## src/rtl/mbinit_pkg.sv

```systemverilog
// Shared MBINIT definitions: sideband message codes, cfg field layout, PARAM FSM states.
// Pure declarations; no timing.
package mbinit_pkg;

   localparam int CFG_W = 16;

   localparam logic [3:0] MSG_NONE           = 4'd0;
   localparam logic [3:0] MSG_PARAM_CFG_REQ  = 4'd1;
   localparam logic [3:0] MSG_PARAM_CFG_RESP = 4'd2;

   localparam int CFG_RATE_LSB   = 0;
   localparam int CFG_RATE_W     = 4;
   localparam int CFG_SWING_LSB  = 4;
   localparam int CFG_SWING_W    = 5;
   localparam int CFG_CLK_MODE   = 9;
   localparam int CFG_CLK_PHASE  = 10;
   localparam int CFG_MOD_ID_LSB = 11;
   localparam int CFG_MOD_ID_W   = 2;

   typedef enum logic [2:0] {
      R_IDLE      = 3'd0,
      R_SEND_REQ  = 3'd1,
      R_WAIT_RESP = 3'd2,
      R_DONE      = 3'd3,
      R_ERR       = 3'd4
   } req_state_e;

   typedef enum logic [1:0] {
      P_IDLE      = 2'd0,
      P_WAIT_REQ  = 2'd1,
      P_SEND_RESP = 2'd2,
      P_DONE      = 2'd3
   } rsp_state_e;

   function automatic logic [CFG_RATE_W-1:0] cfg_rate(input logic [CFG_W-1:0] cfg);
      return cfg[CFG_RATE_LSB +: CFG_RATE_W];
   endfunction

endpackage

```

## src/rtl/mbinit_param_exchange_resp_calc.sv

```systemverilog
// Builds the PARAM response from our capabilities and the partner's request.
// Purely combinational, zero latency, no flow control.
module param_resp_calc
   import mbinit_pkg::*;
(
   input  logic [CFG_W-1:0] local_cfg_i,
   input  logic [CFG_W-1:0] rx_cfg_i,
   output logic [CFG_W-1:0] resp_cfg_o
);

   logic [CFG_RATE_W-1:0] loc_rate;
   logic [CFG_RATE_W-1:0] rx_rate;
   logic                  unused_cfg_bits;

   assign loc_rate = cfg_rate(local_cfg_i);
   assign rx_rate  = cfg_rate(rx_cfg_i);

   // Rate is the common minimum; electrical fields follow the requester; module ID stays ours.
   always_comb begin
      resp_cfg_o = '0;
      resp_cfg_o[CFG_RATE_LSB +: CFG_RATE_W]     = (loc_rate < rx_rate) ? loc_rate : rx_rate;
      resp_cfg_o[CFG_SWING_LSB +: CFG_SWING_W]   = rx_cfg_i[CFG_SWING_LSB +: CFG_SWING_W];
      resp_cfg_o[CFG_CLK_MODE]                   = rx_cfg_i[CFG_CLK_MODE];
      resp_cfg_o[CFG_CLK_PHASE]                  = rx_cfg_i[CFG_CLK_PHASE];
      resp_cfg_o[CFG_MOD_ID_LSB +: CFG_MOD_ID_W] = local_cfg_i[CFG_MOD_ID_LSB +: CFG_MOD_ID_W];
   end

   assign unused_cfg_bits = ^{local_cfg_i[CFG_CLK_PHASE:CFG_SWING_LSB],
                              local_cfg_i[CFG_W-1:CFG_MOD_ID_LSB+CFG_MOD_ID_W],
                              rx_cfg_i[CFG_W-1:CFG_MOD_ID_LSB]};

endmodule

```

## src/rtl/mbinit_param_exchange.sv

```systemverilog
// MBINIT PARAM exchange: requester and responder FSMs sharing one sideband TX port.
// TX valid is combinational from state; responder wins TX contention, requester waits.
module mbinit_param_exchange
   import mbinit_pkg::*;
#(
   parameter int TIMEOUT_CYCLES = 1000
) (
   input  logic             CLK,
   input  logic             rst,
   input  logic             i_MBINIT_start,
   input  logic [CFG_W-1:0] i_local_cfg,
   input  logic [3:0]       i_RX_SbMessage,
   input  logic [CFG_W-1:0] i_rx_cfg,
   input  logic             i_msg_valid,
   input  logic             i_falling_edge_busy,
   output logic [3:0]       o_TX_SbMessage,
   output logic [CFG_W-1:0] o_tx_cfg,
   output logic             o_ValidOutDatat_PARAM,
   output logic [CFG_W-1:0] o_negotiated_cfg,
   output logic             o_MBINIT_PARAM_end,
   output logic             o_param_error
);

   localparam int               CNT_W   = (TIMEOUT_CYCLES > 1) ? $clog2(TIMEOUT_CYCLES) : 1;
   localparam logic [CNT_W-1:0] TO_LAST = CNT_W'(TIMEOUT_CYCLES - 1);

   req_state_e       req_state_q, req_state_d;
   rsp_state_e       rsp_state_q, rsp_state_d;
   logic [CNT_W-1:0] cnt_q, cnt_d;
   logic [CFG_W-1:0] local_q, local_d;
   logic [CFG_W-1:0] resp_q, resp_d;
   logic [CFG_W-1:0] neg_q, neg_d;
   logic             end_q, end_d;

   logic [CFG_W-1:0] calc_resp;
   logic             rx_req, rx_resp, resp_ok;
   logic             req_vld, rsp_vld, req_gnt;

   param_resp_calc u_resp_calc (
      .local_cfg_i (local_q),
      .rx_cfg_i    (i_rx_cfg),
      .resp_cfg_o  (calc_resp)
   );

   assign rx_req  = i_msg_valid && (i_RX_SbMessage == MSG_PARAM_CFG_REQ);
   assign rx_resp = i_msg_valid && (i_RX_SbMessage == MSG_PARAM_CFG_RESP);
   assign resp_ok = (cfg_rate(i_rx_cfg) != '0) && (cfg_rate(i_rx_cfg) <= cfg_rate(local_q));

   assign req_vld = (req_state_q == R_SEND_REQ);
   assign rsp_vld = (rsp_state_q == P_SEND_RESP);
   assign req_gnt = req_vld && !rsp_vld;

   always_comb begin
      req_state_d = req_state_q;
      cnt_d       = cnt_q;
      local_d     = local_q;
      neg_d       = neg_q;
      case (req_state_q)
         R_IDLE: begin
            if (i_MBINIT_start) begin
               req_state_d = R_SEND_REQ;
               local_d     = i_local_cfg;
            end
         end
         R_SEND_REQ: begin
            if (req_gnt && i_falling_edge_busy) begin
               req_state_d = R_WAIT_RESP;
               cnt_d       = '0;
            end
         end
         R_WAIT_RESP: begin
            // A RESP arriving on the last allowed cycle still wins over the timeout.
            if (rx_resp) begin
               neg_d       = i_rx_cfg;
               req_state_d = resp_ok ? R_DONE : R_ERR;
            end else if (cnt_q == TO_LAST) begin
               req_state_d = R_ERR;
            end else if (cnt_q != {CNT_W{1'b1}}) begin
               cnt_d = cnt_q + CNT_W'(1);
            end
         end
         default: ;
      endcase
   end

   always_comb begin
      rsp_state_d = rsp_state_q;
      resp_d      = resp_q;
      case (rsp_state_q)
         P_IDLE: begin
            if (i_MBINIT_start) rsp_state_d = P_WAIT_REQ;
         end
         P_WAIT_REQ: begin
            if (rx_req) begin
               resp_d      = calc_resp;
               rsp_state_d = P_SEND_RESP;
            end
         end
         P_SEND_RESP: begin
            if (i_falling_edge_busy) rsp_state_d = P_DONE;
         end
         default: ;
      endcase
   end

   assign end_d = end_q || ((req_state_q == R_DONE) && (rsp_state_q == P_DONE));

   always_ff @(posedge CLK) begin
      if (rst) begin
         req_state_q <= R_IDLE;
         rsp_state_q <= P_IDLE;
         cnt_q       <= '0;
         local_q     <= '0;
         resp_q      <= '0;
         neg_q       <= '0;
         end_q       <= 1'b0;
      end else begin
         req_state_q <= req_state_d;
         rsp_state_q <= rsp_state_d;
         cnt_q       <= cnt_d;
         local_q     <= local_d;
         resp_q      <= resp_d;
         neg_q       <= neg_d;
         end_q       <= end_d;
      end
   end

   always_comb begin
      o_ValidOutDatat_PARAM = req_vld || rsp_vld;
      o_TX_SbMessage        = MSG_NONE;
      o_tx_cfg              = '0;
      if (rsp_vld) begin
         o_TX_SbMessage = MSG_PARAM_CFG_RESP;
         o_tx_cfg       = resp_q;
      end else if (req_gnt) begin
         o_TX_SbMessage = MSG_PARAM_CFG_REQ;
         o_tx_cfg       = local_q;
      end
   end

   assign o_negotiated_cfg   = neg_q;
   assign o_MBINIT_PARAM_end = end_q;
   assign o_param_error      = (req_state_q == R_ERR);

endmodule
```

## config.mk

```make
export PLATFORM = sky130hd
export DESIGN_NAME = mbinit_param_exchange
export DESIGN_NICKNAME = d
export VERILOG_FILES = /design/src/rtl/mbinit_pkg.sv /design/src/rtl/mbinit_param_exchange_resp_calc.sv /design/src/rtl/mbinit_param_exchange.sv
export SDC_FILE = /design/constraint.sdc
export NUM_CORES = 1
export LEC_CHECK = 0
export ABC_CLOCK_PERIOD_IN_PS = 2000
export BUFFER_PORTS_ARGS = -buffer_cell sky130_fd_sc_hd__buf_4
export CORE_ASPECT_RATIO = 1.4
export CORE_MARGIN = 2
export CORE_UTILIZATION = 45
export CTS_CLUSTER_SIZE = 30
export DETAILED_ROUTE_END_ITERATION = 6
export GPL_TIMING_DRIVEN = 0
export PLACE_DENSITY_LB_ADDON = 0.1
export SLEW_MARGIN = 20
export SYNTH_ARGS = -nofsm -noshare
export SYNTH_HDL_FRONTEND = slang
export SYNTH_SLANG_ARGS = --single-unit
```

## constraint.sdc

```tcl
create_clock -name CLK -period 2 [get_ports CLK]
set_clock_uncertainty 0.2 [all_clocks]
set_input_delay 0.3 -clock CLK [delete_from_list [all_inputs] [get_ports CLK]]
set_output_delay 0.3 -clock CLK [all_outputs]
set_load 0.01 [all_outputs]
```

Yosys cells after proc, flatten, opt, wreduce, memory -nomap -nowiden
Cells that the tools add are included.
- register bits: 61
- bits in latches: 0
- bits in writable memories: 0
- ROM bits: 0
- input port bits: 41
- output and inout bits: 39
- logic and storage cells: 71
- memories: 0
- add/subtract/negate cells: 1
- $mul: 0
- div/mod/pow operators: 0
- magnitude comparators: 2
- equality and inequality tests: 20
- shift operators: 0
- mux-type cells: 20
- bitwise gates (word level): 0
- reductions and logical operators: 21
- operators by type and width (operator ; number):
    $mux W10 ; 4
    $mux W16 ; 2
    $pmux W10 S2 ; 1
    $mux W3 ; 5
    $ne A2 B2 Y1 const B ; 7
    $add A10 B1 Y10 const B ; 1
    $eq A10 B10 Y1 const B ; 1
    $ne A10 B10 Y1 const B ; 1
    $pmux W3 S3 ; 1
    $mux W2 ; 4
    $reduce_and A4 Y1 ; 2
    $eq A3 B2 Y1 const B ; 2
    $logic_and A1 B1 Y1 ; 6
    $pmux W2 S3 ; 1
    $reduce_and A2 Y1 ; 3
    $reduce_bool A3 Y1 ; 2
    $reduce_and A5 Y1 ; 1
    $eq A2 B2 Y1 const B ; 2
    $eq A4 B1 Y1 const B ; 1
    $eq A4 B2 Y1 const B ; 1
    $le A4 B4 Y1 ; 1
    $lt A4 B4 Y1 ; 1
    $mux W4 ; 1
    $reduce_bool A4 Y1 ; 1
    11 further kinds ; 12

Logic depth before layout (Yosys ltp)
- depth in word-level cells: 6
- mapped depth: 8
- mapped depth without buffers: 7

By module
Synthesis repeated with hierarchy kept, for this count alone.
- cell total of the unflattened synthesis: 410
- area total of the unflattened synthesis: 3283.1 um^2
- by module, submodules not included (module ; instances ; cells each ; area an instance (um^2) ; seq. area each (um^2)):
    mbinit_param_exchange ; 1 ; 382 ; 3055.4 ; 1281.2
    param_resp_calc ; 1 ; 28 ; 227.7 ; 0.0

Least setup slack after synthesis
Ideal clock, no wire load.
- kind: register to output
- start point: reg rsp_state_q[0]
- end point: out o_tx_cfg[0]
- arrival: 1.836 ns
- required time: 1.500 ns
- setup slack: -0.336 ns
- stages on the path, launching flop included: 7
- path buffers: 2
- cell sequence: dfxtp_1 > inv_1 > ha_1 > clkbuf_1 > nor4b_4 > clkbuf_1 > a22o_1
- word-level cells in the longest chain between the ends: 5
- ends and longest elaborated chain (what ; RTL line ; RTL):
    start, declared ; mbinit_param_exchange.sv:28 ; rsp_state_e rsp_state_q, rsp_state_d;
    start signal, assigned ; mbinit_param_exchange.sv:119 ; rsp_state_q <= rsp_state_d;
    $eq A2 B2 Y1 * ; mbinit_param_exchange.sv:50 ; assign rsp_vld = (rsp_state_q == P_SEND_RESP);
    net rsp_vld ; mbinit_param_exchange.sv:37 ; logic req_vld, rsp_vld, req_gnt;
    $logic_not A1 Y1 ; mbinit_param_exchange.sv:51 ; assign req_gnt = req_vld && !rsp_vld;
    $logic_and A1 B1 Y1 ; mbinit_param_exchange.sv:51 ;
    $mux W16 ; mbinit_param_exchange.sv:135 ; end else if (req_gnt) begin
    $mux W16 * ; mbinit_param_exchange.sv:132 ; if (rsp_vld) begin
    end, declared ; mbinit_param_exchange.sv:17 ; output logic [CFG_W-1:0] o_tx_cfg,
The timed path passes the listed nets; every way through them passes the cells marked *.

Worst setup path in the final report
- start point: reg rsp_state_q[0]
- end point: out o_tx_cfg[2]
Same word-level chain as after synthesis.

==> flow_metrics.tcl <==
set metrics [dict create \
    status "finished with violations" \
    violations "negative setup slack" \
    top_usage_layer "met2" \
    whs_ns 0.0119 \
    antenna_cells 0 \
    first_pass_iters 4 \
    antenna_left 0 \
    cp.required_ns 1.50 \
    die_width_um 72.6 \
    maxSlewHeadroom_pct 59.7 \
    yosysWarnings 0 \
    final_area_um2 4360 \
    drt_iter0_drc 86 \
    cts_tree "built" \
    synth_top_cell_by_area "dfxtp_1" \
    synth-main-ff-cell "dfxtp_1" \
    synthArstFlopShare_pct 0 \
    antenna_found_initial 0 \
    vias 2955 \
    path_clk_slew_ns 0.07 \
    ir_worst_vdd_mv 0.513 \
    crit_path_end_kind "primary output" \
    grt_max_degree 11 \
    p_leak_nw 1.79 \
    yosysUniqueCellTypes 57 \
    final_cell_mix "91 x nand2_1, 82 x buf_4, 58 x dfxtp_1, 46 x a21oi_1, 20 x nor2_1" \
    period_minus_slack_ns 2.36 \
    grt_use_met1_pct 26.4 \
    final_common_cell "nand2_1" \
    numPortBuffers 77 \
    hp-class "in -> reg" \
    p_switching_mw 1.23 \
    ys_seq_area_share_pct 41.3 \
    ios 80 \
    place_area_um2 3680 \
    setup_viol 23 \
    route.detailed.wl_per_inst_um 15.0 \
    cts.sinks 61 \
    grt_use_total_pct 23.6 \
    final_hold_viol_count 0 \
    row_count 35 \
    critPathKind "reg -> out" \
    root_buffer "clkbuf_8" \
    maxCapViolations 0 \
    gp_congestion 0.847 \
    area_growth_pct 47.1 \
    syn_inst 359 \
    synth_area_leaders "dfxtp_1 41%, nand2_1 12%, a21oi_1 8.1%, ha_1 4.2%, a22o_1 3.8%" \
    combPwrFrac_pct 36.6 \
    start_kind "flip-flop" \
    clock.fmax_mhz 424 \
    drt_wl_total_um 8340 \
    avgViaCountPerCell 5.32 \
    drc 0 \
    hpwlAfterDp_um 5750 \
    grt_setup_unrepaired "true" \
    gr-usage-met2_pct 42.2 \
    cts-htree-levels 3 \
    drv_slew 0 \
    tightest_slew_ns 0.601 \
    syn-cell-area_um2 2960 \
    p_sw_share_pct 31.7 \
    fin_crit_sh_pct 118 \
    grt_pass1_vias 2894 \
    fin_nets 527 \
    syn_area_per_cell_um2 8.25 \
    drive_above_1_share_pct 32.2 \
    clock_latency_ns 0.34 \
    synth_edf_count 0 \
    cp.arrival_ns 1.86 \
    clockPowerShare_pct 27.8 \
    core_um2 6480 \
    setup_ws_ns -0.357 \
    clockBufferDepth 2 \
    crit_fanout 5 \
    synth_top_area_share_pct 41.3 \
    dieHeight_um 100 \
    grt_pass1_wl_um 13300 \
    pwr-share-seq_pct 35.6 \
    start_util_pct 45.7 \
    grt_use_met3_pct 5.82 \
    pwr_density_cell_nw_per_um2 892 \
    grt_overflow_total 0 \
    ys_ff_latch 61 \
    design.die.area_um2 7250 \
    internal_power_mw 2.65 \
    numCtsBuffers 9 \
]
[flip-flops by register name, indices dropped and copies added, names as in the netlist]
register            count
local_q                16
o_negotiated_cfg       16
resp_q                 13
cnt_q                  10
req_state_q             3
rsp_state_q             2
o_MBINIT_PARAM_end      1
[stage by stage]
step	util, %	power (mW)	setup TNS (ns)	setup WS (ns)	std cells
2_1_floorplan	-	2.08	-0.764	-0.0893	360
3_3_place_gp	56.7	2.38	-9.70	-0.484	511
3_5_place_dp	56.7	2.40	-10.76	-0.501	511
4_1_cts	64.1	3.72	-5.38	-0.334	548
5_1_grt	67.2	4.10	-7.37	-0.428	555
6_report	67.2	3.89	-5.64	-0.357	555
[cell usage after synthesis, types with 4 or more instances]
cell and n:
a211oi_1 4, mux2i_1 5, dfxtp_1 61, nor2_1 20
nand2b_1 4, a21oi_1 48, a22o_1 13, clkbuf_1 14
inv_1 10, ha_1 10, nand2_1 92, nor3_1 7
buf_4 5, and2_1 4
[worst max-delay path: stages (launching register included)]
cell and delay, ns:
dfxtp_4 0.36, inv_4 0.04, ha_4 0.15, clkbuf_16 0.14, nor4b_4 0.22, buf_6 0.17
clkbuf_8 0.15, a22o_1 0.17, buf_6 0.11
[power groups by stage]
stage | registers, mW | logic (mW) | clock network, mW
after floorplan | 1.39 | 0.688 | 0
after global placement | 1.40 | 0.980 | 0
after detailed placement | 1.41 | 0.996 | 0
after CTS | 1.38 | 1.25 | 1.10
after global routing | 1.39 | 1.55 | 1.16
final | 1.38 | 1.42 | 1.08
[cell families after synthesis]
kind of cell               count (synthesis)  share of synthesized area [%]
xor gates and xnor gates                   4                           1.18
and+or+nand+nor                          157                           27.2
adders and majority gates                 10                           4.23
muxes                                      5                           1.69
DFF                                       61                           41.3
AOI/OAI and AO/OA                         87                           19.0
buffers and inverters                     34                           5.33
other                                      1                          0.127
[what timing repair did]
| action | 4_1_cts | 5_1_grt |
|---|---|---|
| gates cloned | 2 | 0 |
| resized for setup | 22 | 39 |
| setup endpoints to repair | 48 | 59 |
| hold buffers | 10 | 0 |
| setup buffers | 9 | 8 |
| hold endpoints to repair | 10 | 0 |
| pin swaps | 12 | 18 |
[per-layer routing]
metal	vias to the layer above	wire, um
met2	88	4470
met3	10	464
li1	1474	-
met5	-	0
met4	0	114
met1	1383	3290
[final cells by class]
| class | instances | area (um2) |
|---|---|---|
| Buffer | 24 | 190 |
| Clock buffer | 12 | 145 |
| Clock inverter | 4 | 47.5 |
| Fill cell | 559 | 2130 |
| Inverter | 10 | 40.0 |
| Multi-Input combinational cell | 265 | 1710 |
| Sequential cell | 61 | 1230 |
| Tap cell | 74 | 92.6 |
| Timing Repair Buffer | 105 | 898 |
[path summary, 6_finish.rpt]
| check | from | end | slack [ns] | depth (start not counted) |
|---|---|---|---|---|
| setup / recovery | rsp_state_q[0]$_SDFFE_PP0P_ | o_tx_cfg[2] | -0.36 | 8 |
| hold / removal | i_local_cfg[3] | local_q[3]$_SDFFE_PP0P_ | 0.01 | 3 |
| setup reg to reg | rsp_state_q[0]$_SDFFE_PP0P_ | cnt_q[3]$_SDFFE_PP0P_ | -0.08 | 9 |
| hold reg to reg | local_q[5]$_SDFFE_PP0P_ | local_q[5]$_SDFFE_PP0P_ | 0.25 | 2 |
Note: power is estimated with default switching activity, not from simulation.
